$ cat config.mk
export PLATFORM = sky130hd
export DESIGN_NAME = rd_ptr_fwft_gen
export DESIGN_NICKNAME = d
export VERILOG_FILES = /design/src/rtl/rd_ptr_fwft_pkg.sv /design/src/rtl/rd_ptr_fwft_gen_gray_to_bin.sv /design/src/rtl/rd_ptr_fwft_gen.sv
export SDC_FILE = /design/constraint.sdc
export NUM_CORES = 1
export LEC_CHECK = 0
export CORE_ASPECT_RATIO = 0.75
export CORE_MARGIN = 2
export CORE_UTILIZATION = 60
export CTS_BUF_LIST = sky130_fd_sc_hd__clkbuf_8 sky130_fd_sc_hd__clkbuf_16
export CTS_CLUSTER_SIZE = 16
export DETAILED_ROUTE_END_ITERATION = 6
export DONT_BUFFER_PORTS = 1
export PLACE_DENSITY = 0.76
export SETUP_SLACK_MARGIN = 0.3
export SLEW_MARGIN = 20
export SYNTH_ARGS = -nofsm -noshare
export SYNTH_HDL_FRONTEND = slang
export SYNTH_SLANG_ARGS = --single-unit
$ cat constraint.sdc
create_clock -name rd_clk -period 3.3 [get_ports rd_clk]
set_clock_uncertainty 0.1 [all_clocks]
set_input_delay 0.66 -clock rd_clk [delete_from_list [all_inputs] [get_ports rd_clk]]
set_output_delay 0.66 -clock rd_clk [all_outputs]
set_load 0.01 [all_outputs]
$ cat src/rtl/rd_ptr_fwft_pkg.sv
// Shared definitions for the first-word-fall-through read-pointer block:
// FSM state encoding and Gray/binary conversion helpers.
// The helpers work on a 32-bit container; callers zero-extend narrower
// pointers in and truncate the result back to their own width.
package rd_ptr_fwft_pkg;

    typedef logic [1:0] fwft_state_t;

    // IDLE: no word held and no read in flight
    // FETCH: a RAM read was issued last cycle, data arrives this cycle
    // VALID: rd_data holds a word that has not been accepted yet
    localparam fwft_state_t IDLE  = 2'd0;
    localparam fwft_state_t FETCH = 2'd1;
    localparam fwft_state_t VALID = 2'd2;

    function automatic logic [31:0] bin2gray(input logic [31:0] b);
        return b ^ (b >> 1);
    endfunction

    function automatic logic [31:0] gray2bin(input logic [31:0] g);
        logic [31:0] b;
        b[31] = g[31];
        for (int i = 30; i >= 0; i--) begin
            b[i] = b[i+1] ^ g[i];
        end
        return b;
    endfunction

endpackage

$ cat src/rtl/rd_ptr_fwft_gen_gray_to_bin.sv
// Width-parameterised Gray-to-binary converter, used to turn the
// synchronised write pointer into a binary count for the level math.
module gray_to_bin
    import rd_ptr_fwft_pkg::*;
#(
    parameter int WIDTH = 5
)(
    input  logic [WIDTH-1:0] gray,
    output logic [WIDTH-1:0] bin
);

    // Purely combinational: zero-extend, convert, truncate back.
    assign bin = WIDTH'(gray2bin(32'(gray)));

endmodule

$ cat src/rtl/rd_ptr_fwft_gen.sv
// Read side of an async FIFO with first-word-fall-through output.
// Keeps the binary/Gray read pointer, fetches words from a RAM with
// one cycle of read latency, and presents them on rd_data/rd_valid.
// Optional feature: define RD_PTR_FWFT_AE_EN to add the AE_THRESH
// parameter and the registered rd_almost_empty output.
module rd_ptr_fwft_gen
    import rd_ptr_fwft_pkg::*;
#(
    parameter int ADDR_SIZE = 4,
    parameter int DATA_SIZE = 8
`ifdef RD_PTR_FWFT_AE_EN
    ,
    parameter int AE_THRESH = 2
`endif
)(
    input  logic                 rd_clk,
    input  logic                 rd_rst_n,
    input  logic [ADDR_SIZE:0]   sync_wrt_ptr,
    input  logic                 rd_ready,
    input  logic [DATA_SIZE-1:0] rd_mem_data,
    output logic                 rd_mem_en,
    output logic [ADDR_SIZE-1:0] rd_addr,
    output logic [ADDR_SIZE:0]   rd_ptr,
    output logic [DATA_SIZE-1:0] rd_data,
    output logic                 rd_valid,
    output logic                 rd_empty,
    output logic [ADDR_SIZE:0]   rd_level
`ifdef RD_PTR_FWFT_AE_EN
    ,
    output logic                 rd_almost_empty
`endif
);

    localparam int PW = ADDR_SIZE + 1;

    fwft_state_t       state;
    logic [ADDR_SIZE:0] rd_bin;
    logic [ADDR_SIZE:0] rd_bin_nxt;
    logic [ADDR_SIZE:0] wr_bin;

    gray_to_bin #(.WIDTH(PW)) u_wr_g2b (
        .gray (sync_wrt_ptr),
        .bin  (wr_bin)
    );

    assign rd_empty   = (sync_wrt_ptr == rd_ptr);
    assign rd_level   = wr_bin - rd_bin;
    assign rd_addr    = rd_bin[ADDR_SIZE-1:0];
    assign rd_bin_nxt = rd_bin + PW'(rd_mem_en);

    // Issue a RAM read only when a word is available and the output
    // register is free or being emptied this cycle; never in reset.
    always_comb begin
        rd_mem_en = 1'b0;
        if (rd_rst_n && !rd_empty) begin
            case (state)
                IDLE:    rd_mem_en = 1'b1;
                VALID:   rd_mem_en = rd_ready;
                default: rd_mem_en = 1'b0;
            endcase
        end
    end

    // Advance the binary read count per issued read; the Gray copy is
    // built from the next value so both registers stay in step.
    always_ff @(posedge rd_clk) begin
        if (!rd_rst_n) begin
            rd_bin <= '0;
            rd_ptr <= '0;
        end else begin
            rd_bin <= rd_bin_nxt;
            rd_ptr <= PW'(bin2gray(32'(rd_bin_nxt)));
        end
    end

    // Output FSM: capture RAM data one cycle after the read, then hold
    // it until the consumer takes it.
    always_ff @(posedge rd_clk) begin
        if (!rd_rst_n) begin
            state    <= IDLE;
            rd_valid <= 1'b0;
            rd_data  <= '0;
        end else begin
            case (state)
                IDLE: begin
                    if (rd_mem_en) begin
                        state <= FETCH;
                    end
                end
                FETCH: begin
                    rd_data  <= rd_mem_data;
                    rd_valid <= 1'b1;
                    state    <= VALID;
                end
                VALID: begin
                    if (rd_ready) begin
                        rd_valid <= 1'b0;
                        state    <= rd_mem_en ? FETCH : IDLE;
                    end
                end
                default: begin
                    rd_valid <= 1'b0;
                    state    <= IDLE;
                end
            endcase
        end
    end

`ifdef RD_PTR_FWFT_AE_EN
    localparam logic [ADDR_SIZE:0] AE_LIMIT = PW'(AE_THRESH);

    // Registered almost-empty flag; reads as set while in reset.
    always_ff @(posedge rd_clk) begin
        if (!rd_rst_n) begin
            rd_almost_empty <= 1'b1;
        end else begin
            rd_almost_empty <= (rd_level <= AE_LIMIT);
        end
    end
`endif

endmodule

==> results.toml <==
[synthesis]
yosysMostFrequentCell = "dfxtp_1"
synth_fp_nets = 143
synth_cells = 120
synthArstFlopShare = 0
yosysWarnings = 0
synth_flop_cell = "dfxtp_1"
syn_avg_cell_area_um2 = 8.98
synthTopCellsByCount = "dfxtp_1 (20), nand2_1 (18), inv_1 (9), a21boi_0 (8), xnor2_1 (8)"
synth_edf_count = 0
ys_seq_elements = 20
yosysTopAreaCell = "dfxtp_1"
synthTopCellsByArea = "dfxtp_1 (37%), ha_1 (7.0%), xnor2_1 (6.5%), nand2_1 (6.3%), xor2_1 (5.7%)"
ys_types = 25
netlist.area_leader.share = 0.372
netlist_area_um2 = 1080
ys_seq_area_frac = 0.372

[global_route]
grt_start_max_net_pins = 23
grt_pass1_wl_um = 2930
first_global_vias = 683
overflow = 0
antenna_found_initial = 0
track_usage = 0.198

[drt]
wl_per_cell_um = 13.4
drt-vias-per-instance = 5.34
antenna_left = 0
wirelength_um = 1920
firstDrtPassIters = 4
first_iter_violations = 5
drc = 0
num_vias = 764

[sta]
finalHoldViolCount = 0
timing.fmax_mhz = 320
slew_violations = 0
slew_headroom = 0.600
grt_setup_unrepaired = "true"
setup_tns_ns = 0
hold_slack_ns = 0.412
period_minus_slack_ns = 3.12
setup_viol = 0
worst_pin_slew_ns = 0.599
finalCritPeriodShare = 0.947

[setup_path]
start_kind = "input pin"
r2r_cells = 9
reg2reg_from = "rd_ptr[4]$_SDFF_PN0_"
crit_path_end = "rd_level[4]"
setup.worst_path.start = "sync_wrt_ptr[4]"
reg2reg_to = "rd_ptr[3]$_SDFF_PN0_"
crit_type = "in2out"
ff2ff_setup_slack_ns = 0.59
required_ns = 2.54
arrival_ns = 2.36
end_kind = "output pin"
crit_fanout = 2

[floorplanning]
fp.dieArea_um2 = 2150
die_w_um = 52.9
ioPinCount = 41
start_util = 0.631
die_h_um = 40.7
num_rows = 13
coreArea_um2 = 1710

[final_layout]
diodes = 0
drive_above_1_share = 0.132
syn_to_final_growth_pct = 10.5
n_fill_cell = 133
final_nets = 146

[cts]
clkSinkCount = 20
hold_buffers = 0
cts_buffers = 3
insertion_delay_ns = 0.26
clk_pin_slew_worst_paths_ns = 0.07
clockBufferDepth = 2
cts_htree_levels = 1
tritoncts = "built"
root_buffer = "clkbuf_8"

[status]
status = "finished clean"

[run]
cap_violations = 0

[power_and_ir_drop]
peakVddDrop_uv = 406
powerDensity_nw_per_um2 = 487
power_leakage_nw = 0.491

[placed_design]
dp_hpwl_um = 1530
port_buffers = 0
gp_congestion = 0.686

[hold_path]
min_path_type = "reg2reg"
state kept, by name (all words and copies together), names as in the netlist:
| signal | flops |
|---|---|
| rd_ptr | 5 |
| state | 2 |
| rd_valid | 1 |
| rd_data | 8 |
| rd_bin | 4 |
kinds of logic (layout without fill, tap and decap cells):
logic type,Yosys count,after routing,share of synthesized area
buffers and inverters,15,16,0.0546
AO/OA/AOI/OAI,19,19,0.116
AND/OR/NAND/NOR,39,39,0.184
flip-flops,20,20,0.372
XOR/XNOR,18,18,0.167
multiplexers,2,2,0.0186
adder cells (fa/ha/maj),7,7,0.0883
through the flow:
step                utilization  instance area [um^2]  power (W)  setup WS (ns)  std cells
floorplan                     -                  1100   0.000396          0.174        120
global placement          0.657                  1120   0.000413          0.165        138
detailed placement        0.657                  1120   0.000419         0.0645        138
CTS                       0.692                  1180   0.000581          0.169        143
global route              0.697                  1190   0.000612         0.0626        143
finish                    0.697                  1190   0.000579          0.176        143
worst min path at each step:
stage	startpoint	to	slack [ns]	cells past startpoint
finish	rd_data[6]$_SDFFE_PN0P_	rd_data[6]$_SDFFE_PN0P_	0.41	2
global route	rd_rst_n	rd_bin[1]$_SDFF_PN0_	0.41	1
CTS	rd_data[6]$_SDFFE_PN0P_	rd_data[6]$_SDFFE_PN0P_	0.41	2
detailed placement	rd_data[6]$_SDFFE_PN0P_	rd_data[6]$_SDFFE_PN0P_	0.40	2
global placement	rd_data[0]$_SDFFE_PN0P_	rd_data[0]$_SDFFE_PN0P_	0.40	2
floorplan	rd_data[0]$_SDFFE_PN0P_	rd_data[0]$_SDFFE_PN0P_	0.39	2
routing by layer:
metal / track usage / vias up / routed length, um
met2: 0.341 / 25 / 898
met3: 0.0839 / 2 / 172
li1: - / 389 / -
met1: 0.236 / 348 / 830
met4: 0.0385 / 0 / 15
met5: 0 / - / 0
worst max-delay path: stages:
cell and delay, ns:
xor2_4 0.17, xnor2_2 0.19, xor2_2 0.19, xor2_1 0.18
ha_2 0.21, fa_2 0.20, inv_1 0.04, a21o_1 0.16
a21oi_2 0.17, xor2_2 0.20
where the power goes:
group | leakage, nW | switching (W) | internal [W]
Sequential | 0.163 | 0.0000232 | 0.000259
Combinational | 0.306 | 0.0000719 | 0.0000666
Clock | 0.0216 | 0.0000767 | 0.0000813
Total | 0.491 | 0.000172 | 0.000407
layout make-up:
class                   count  area (um^2)  share of cell area
multi-input cells          85          657               0.552
inverters                   9         33.8              0.0284
well taps                  22         27.5              0.0231
clock buffers               3         41.3              0.0347
repair buffers              4         30.0              0.0252
flip-flops and latches     20          400               0.336
timing repair:
action,in CTS,in global routing
buffers inserted,2,0
gates resized for setup,1,1
setup endpoints to repair,2,3
pin swaps,6,2
placed cells by master, fill, tap and decap left out, types with 3 or more instances in the layout:
cell      count
nor2b_1       3
clkbuf_8      3
dfxtp_1      20
a21oi_1       3
and2_1        7
buf_4         4
o21ai_0       3
inv_1         9
nand2_1      18
ha_1          5
xor2_1        6
nand3_1       3
xnor2_1       7
a21boi_0      8
No activity file was read; power rests on OpenSTA's default activity.
